## src/rtl/pe_ctrl_pkg.sv

```systemverilog
// Shared types and defaults for the PE stream sequencer.
// Holds the FSM state enum and pipeline/width defaults.
package pe_ctrl_pkg;

  typedef enum logic [1:0] {
    S_IDLE  = 2'd0,
    S_RUN   = 2'd1,
    S_DRAIN = 2'd2,
    S_DONE  = 2'd3
  } state_e;

  localparam int PIPE_LAT_D = 3;
  localparam int CNT_W_D    = 10;
  localparam int PSUM_W_D   = 25;

endpackage

```

## src/rtl/pe_vld_pipe.sv

```systemverilog
// Occupancy shift register tracking which PE slots hold real beats.
// Ports: clk, rst_n, clr_i, adv_i, acc_i in; vld_o[LAT-1:0] out.
module pe_vld_pipe #(
  parameter int LAT = 3
) (
  input  logic           clk,
  input  logic           rst_n,
  input  logic           clr_i,
  input  logic           adv_i,
  input  logic           acc_i,
  output logic [LAT-1:0] vld_o
);

  logic [LAT-1:0] vld_q;
  logic [LAT-1:0] vld_d;

  always_comb begin
    vld_d = vld_q;
    if (clr_i) begin
      vld_d = '0;
    end else if (adv_i) begin
      // non-accepted advance shifts in a bubble
      vld_d = {vld_q[LAT-2:0], acc_i};
    end
  end

  always_ff @(posedge clk or negedge rst_n) begin
    if (!rst_n) begin
      vld_q <= '0;
    end else begin
      vld_q <= vld_d;
    end
  end

  assign vld_o = vld_q;

endmodule

```

## src/rtl/pe_stream_ctrl.sv

```systemverilog
// Sequencer for one pipelined MAC PE: throttles ifm, drives stall,
// emits finished psums on valid/ready with per-job beat count.
// Ports: clk, rst_n, start, cfg_cols, in_valid, out_ready, pe_psum in;
// busy, done, in_ready, pe_stall, out_valid, out_psum, out_last out.
module pe_stream_ctrl
  import pe_ctrl_pkg::*;
#(
  parameter int PIPE_LAT = PIPE_LAT_D,
  parameter int CNT_W    = CNT_W_D,
  parameter int PSUM_W   = PSUM_W_D
) (
  input  logic              clk,
  input  logic              rst_n,
  input  logic              start,
  input  logic [CNT_W-1:0]  cfg_cols,
  output logic              busy,
  output logic              done,
  input  logic              in_valid,
  output logic              in_ready,
  output logic              pe_stall,
  input  logic [PSUM_W-1:0] pe_psum,
  output logic              out_valid,
  input  logic              out_ready,
  output logic [PSUM_W-1:0] out_psum,
  output logic              out_last
);

  state_e state_q, state_d;

  logic [CNT_W-1:0] cols_q, cols_d;
  logic [CNT_W-1:0] issued_q, issued_d;
  logic [CNT_W-1:0] outcnt_q, outcnt_d;

  logic [PIPE_LAT-1:0] vld;
  logic active, blocked, advance;
  logic accept, out_hs, idle;

  assign idle    = (state_q == S_IDLE);
  assign active  = (state_q == S_RUN) |
                   (state_q == S_DRAIN);
  // a full head slot can only leave by handshake
  assign blocked = vld[PIPE_LAT-1] & ~out_ready;
  assign advance = active & ~blocked;
  assign accept  = in_valid & in_ready;
  assign out_hs  = out_valid & out_ready;

  pe_vld_pipe #(
    .LAT (PIPE_LAT)
  ) u_vld (
    .clk   (clk),
    .rst_n (rst_n),
    .clr_i (idle),
    .adv_i (advance),
    .acc_i (accept),
    .vld_o (vld)
  );

  always_ff @(posedge clk or negedge rst_n) begin
    if (!rst_n) begin
      state_q  <= S_IDLE;
      cols_q   <= '0;
      issued_q <= '0;
      outcnt_q <= '0;
    end else begin
      state_q  <= state_d;
      cols_q   <= cols_d;
      issued_q <= issued_d;
      outcnt_q <= outcnt_d;
    end
  end

  always_comb begin
    cols_d   = cols_q;
    issued_d = issued_q;
    outcnt_d = outcnt_q;
    if (idle) begin
      issued_d = '0;
      outcnt_d = '0;
      if (start) cols_d = cfg_cols;
    end else begin
      if (accept) issued_d = issued_q + CNT_W'(1);
      if (out_hs) outcnt_d = outcnt_q + CNT_W'(1);
    end
  end

  always_comb begin
    state_d = state_q;
    unique case (state_q)
      S_IDLE: begin
        if (start) begin
          state_d = (cfg_cols == '0) ? S_DONE : S_RUN;
        end
      end
      S_RUN: begin
        if (issued_q == cols_q) state_d = S_DRAIN;
      end
      S_DRAIN: begin
        // look at next count so done follows the last handshake
        if (outcnt_d == cols_q) state_d = S_DONE;
      end
      S_DONE: state_d = S_IDLE;
    endcase
  end

  always_comb begin
    busy      = 1'b0;
    done      = 1'b0;
    in_ready  = 1'b0;
    out_valid = 1'b0;
    unique case (state_q)
      S_IDLE: ;
      S_RUN: begin
        busy      = 1'b1;
        in_ready  = advance & (issued_q < cols_q);
        out_valid = vld[PIPE_LAT-1];
      end
      S_DRAIN: begin
        busy      = 1'b1;
        out_valid = vld[PIPE_LAT-1];
      end
      S_DONE: begin
        busy = 1'b1;
        done = 1'b1;
      end
    endcase
  end

  assign pe_stall = ~advance;
  assign out_psum = pe_psum;
  assign out_last = out_valid &
                    (outcnt_q == cols_q - CNT_W'(1));

endmodule

```

## config.mk

```make
export PLATFORM = sky130hd
export DESIGN_NAME = pe_stream_ctrl
export DESIGN_NICKNAME = d
export VERILOG_FILES = /design/src/rtl/pe_ctrl_pkg.sv /design/src/rtl/pe_vld_pipe.sv /design/src/rtl/pe_stream_ctrl.sv
export SDC_FILE = /design/constraint.sdc
export NUM_CORES = 1
export LEC_CHECK = 0
export BUFFER_PORTS_ARGS = -buffer_cell sky130_fd_sc_hd__clkbuf_2
export CAP_MARGIN = 15
export CORE_AREA = 2 2 80 82
export DETAILED_ROUTE_END_ITERATION = 8
export DIE_AREA = 0 0 82 84
export HOLD_SLACK_MARGIN = 0.08
export PLACE_DENSITY = 0.78
export SLEW_MARGIN = 5
export SYNTH_ARGS = -nofsm -noshare
export SYNTH_HDL_FRONTEND = slang
export SYNTH_SLANG_ARGS = --single-unit
```

## constraint.sdc

```tcl
create_clock -name clk -period 2.97 [get_ports clk]
set_input_delay 0.1485 -clock clk [delete_from_list [all_inputs] [get_ports clk]]
set_output_delay 0.1485 -clock clk [all_outputs]
set_load 0.01 [all_outputs]
```

==> metrics.cfg <==
[setup_path]
slowest_delay_ns = 0.59
setup.worst_path.end_class = flip-flop
r2r-start = state_q[0]$_DFFE_PN0P_
crit_chain = inv_1, ha_1, nand4_1, or4_1, a21oi_2, xnor2_1, nor2_1, a41oi_2, mux2i_1
critical_path.slowest_cell = or4_1
required_ns = 3.17
critPathMaxFanout = 6
cp-startpoint = state_q[0]$_DFFE_PN0P_
crit_type = flip-flop to flip-flop
worstPathArrival_ns = 2.97
path_buf_inv = 1
critical-path-top-delay-family = simple AND/OR/NAND/NOR gates
start_kind = flip-flop

[finish]
fin_nets = 333
drive_gt1_frac = 0.2065
fill_cells = 569
area_delta_synth_final_pct = 5.579
num_antenna_cells = 0

[power]
p_leak_nw = 1.228
ir_worst_vdd_mv = 0.2414
power_density_nw_per_um2 = 321.4
total_power_mw = 0.8826

[placement]
io_buffers = 20
gp_congestion = 0.8616
dp_hpwl_mm = 4.350

[sta]
fin_skew_ns = 0.004992
rsz0062_at_grt = no
tns_ns = 0
fmax_ghz = 0.3619
fin_crit_sh = 0.9304
fin_crit_ns = 2.763
hold_viol = 0
finalMaxSlewViolations = 0
setup_viol = 0
slew_headroom = 0.4148
tightest_slew_ns = 0.8778

[clocking]
clk_pin_slew_worst_paths_ns = 0.07
post_cts_buffers = 0
cts_made_buffers = 5
cts-root-buf = clkbuf_8
clkLatencyLatePin_ns = 0.29
htreeDepth = 2
cts_sinks = 35
cts_tree = built
cts.path.max_buffers = 2

[die]
start_util = 0.4267
chipWidth_um = 82
dieArea_um2 = 6888
core-area_um2 = 6096
num_rows = 29
io-pin-count = 71
die_h_um = 84

[run_status]
outcome = finished clean

[logic_synthesis]
synth_seq_area_share = 0.3367
synth-edff-count = 0
ys_ff_latch = 35
synthArstFlopShare = 1.000
synthCells = 275
yosysUniqueCellTypes = 49
synth_area_um2 = 2601
avgSynthCellArea_um2 = 9.459
synth_warnings = 0
synth_flop_cell = dfrtp_1
syn-num-nets = 333

[detailed_routing]
wirelength_mm = 5.519
via_count = 1952
viasPerCell = 5.530
ant_nets = 0
drt_iter0_drc = 93
first_pass_iters = 4
drc = 0
post_drt_wl_per_cell_um = 15.63

[global_routing]
gr-total-overflow = 0
antenna_found_initial = 0
grt_pass1_vias = 1953
grt_use_total = 0.1779
grt_pass1_wl_mm = 9.563
grt_start_max_net_pins = 36

[worst_hold_path]
hold_start = cfg_cols[9]
holdCritPathClass = input port to flip-flop

[flow_run]
cap_violations = 0

-- cell type report --
type / count / area, um2 / area share
clock buffers: 8 / 100.1 / 0.03645
well taps: 77 / 96.34 / 0.03508
inverters: 21 / 78.83 / 0.02870
flip-flops and latches: 35 / 875.8 / 0.3189
repair buffers: 25 / 140.1 / 0.05102
multi-input cells: 187 / 1455 / 0.5298
-- cell usage in the layout, fill, tap and decap left out, drive strengths merged, types with 2 or more instances in the layout --
cell	count
and2	2
a31oi	2
inv	21
nand3	5
xnor2	26
a41oi	2
or3	4
a21o	4
nand2	12
mux2i	5
nor3	10
ha	18
dfrtp	35
o31ai	4
nor4	10
a21oi	9
clkbuf	28
or4	3
nand2b	4
o21ai	8
buf	4
nand4	5
and3	2
o311ai	2
nor2	21
mux2	12
nor2b	2
xor2	6
-- Yosys cell counts (2+ instances only) --
master | instances | area (um2)
nor4_1 | 8 | 50.05
nor3_1 | 10 | 50.05
xnor2_1 | 26 | 227.7
clkbuf_1 | 5 | 18.77
nand4_1 | 4 | 25.02
xor2_1 | 6 | 52.55
nor2b_1 | 2 | 12.51
mux2i_1 | 5 | 50.05
inv_1 | 21 | 78.83
mux2_2 | 12 | 135.1
o31ai_1 | 4 | 30.03
buf_4 | 25 | 187.7
a21oi_2 | 3 | 26.28
a31oi_1 | 2 | 12.51
and3_1 | 2 | 12.51
o21ai_0 | 6 | 30.03
nand2b_1 | 4 | 25.02
a21oi_1 | 6 | 30.03
nand3_1 | 4 | 20.02
ha_1 | 18 | 225.2
nand2_1 | 12 | 45.04
or3_1 | 4 | 25.02
a21o_1 | 4 | 30.03
o21ai_1 | 2 | 10.01
nor2_1 | 21 | 78.83
dfrtp_1 | 35 | 875.8
or4_1 | 2 | 15.01
-- metrics by stage --
step / util / instances / hold slack, ns / setup WS (ns) / area [um2]
floorplan: - / 275 / -0.1471 / 0.4715 / 2601
CTS: 0.4473 / 353 / 0.1065 / 0.1061 / 2726
detailed placement: 0.4284 / 344 / 0.2971 / 0.1702 / 2611
finish: 0.4505 / 353 / 0.1083 / 0.2068 / 2746
global route: 0.4505 / 353 / 0.1028 / 0.02592 / 2746
global placement: 0.4284 / 344 / 0.2971 / 0.1946 / 2611
-- final timing paths --
check                                        endpoint  slack, ns  depth (start not counted)
max in group asynchronous     issued_q[3]$_DFFE_PN0P_       1.92                          2
max reg2reg                    state_q[1]$_DFFE_PN0P_       0.21                          9
max                            state_q[1]$_DFFE_PN0P_       0.21                          9
min                             cols_q[9]$_DFFE_PN0P_       0.11                          2
min reg2reg                u_vld.vld_o[2]$_DFFE_PN0P_       0.52                          2
min in group asynchronous     issued_q[4]$_DFFE_PN0P_       0.51                          2
-- where the power goes --
group	leakage [nW]	switching (mW)	total [mW]	internal [mW]
Clock	0.0515	0.171	0.382	0.212
Combinational	0.703	0.0158	0.0236	0.00789
Sequential	0.474	0	0.476	0.476
Total	1.23	0.187	0.883	0.696
-- repair_timing --
item	CTS	global route
pin swaps	0	1
hold buffers	1	0
resized for setup	1	3
setup endpoints to repair	1	1
hold endpoints to repair	35	0
-- logic make-up (layout without fill, tap and decap cells) --
family          Yosys count  after routing  synth area share
compound gates           38             38            0.1058
buf+inv                  53             54            0.1135
xor+xnor                 32             32            0.1077
fa+ha+maj                18             18           0.08658
flops                    35             35            0.3367
mux                      17             17           0.07119
simple gates             82             82            0.1784
-- worst reg2reg max path, delay by kind of cell, from the launching register on --
family | cells | cell delay (ns)
AOI/OAI and AO/OA | 2 | 0.41
xor gates and xnor gates | 1 | 0.14
adders and majority gates | 1 | 0.44
buffers and inverters | 1 | 0.10
DFF | 1 | 0.41
muxes | 1 | 0.23
and+or+nand+nor | 3 | 0.96
-- flip-flops by register name, indices dropped and copies added (netlist names) --
| name | flops |
|---|---|
| cols_q | 10 |
| issued_q | 10 |
| outcnt_q | 10 |
| state_q | 2 |
| u_vld.vld_o | 3 |
-- per-layer routing --
metal | wire, um | global-route usage | share of wire | vias to the layer above
met5 | 0 | 0 | 0 | -
met4 | 63 | 0.04848 | 0.011 | 0
met1 | 2531 | 0.2428 | 0.46 | 961
li1 | - | - | - | 942
met2 | 2679 | 0.2727 | 0.49 | 38
met3 | 246 | 0.05195 | 0.045 | 11
(Power assumes the default switching activity.)
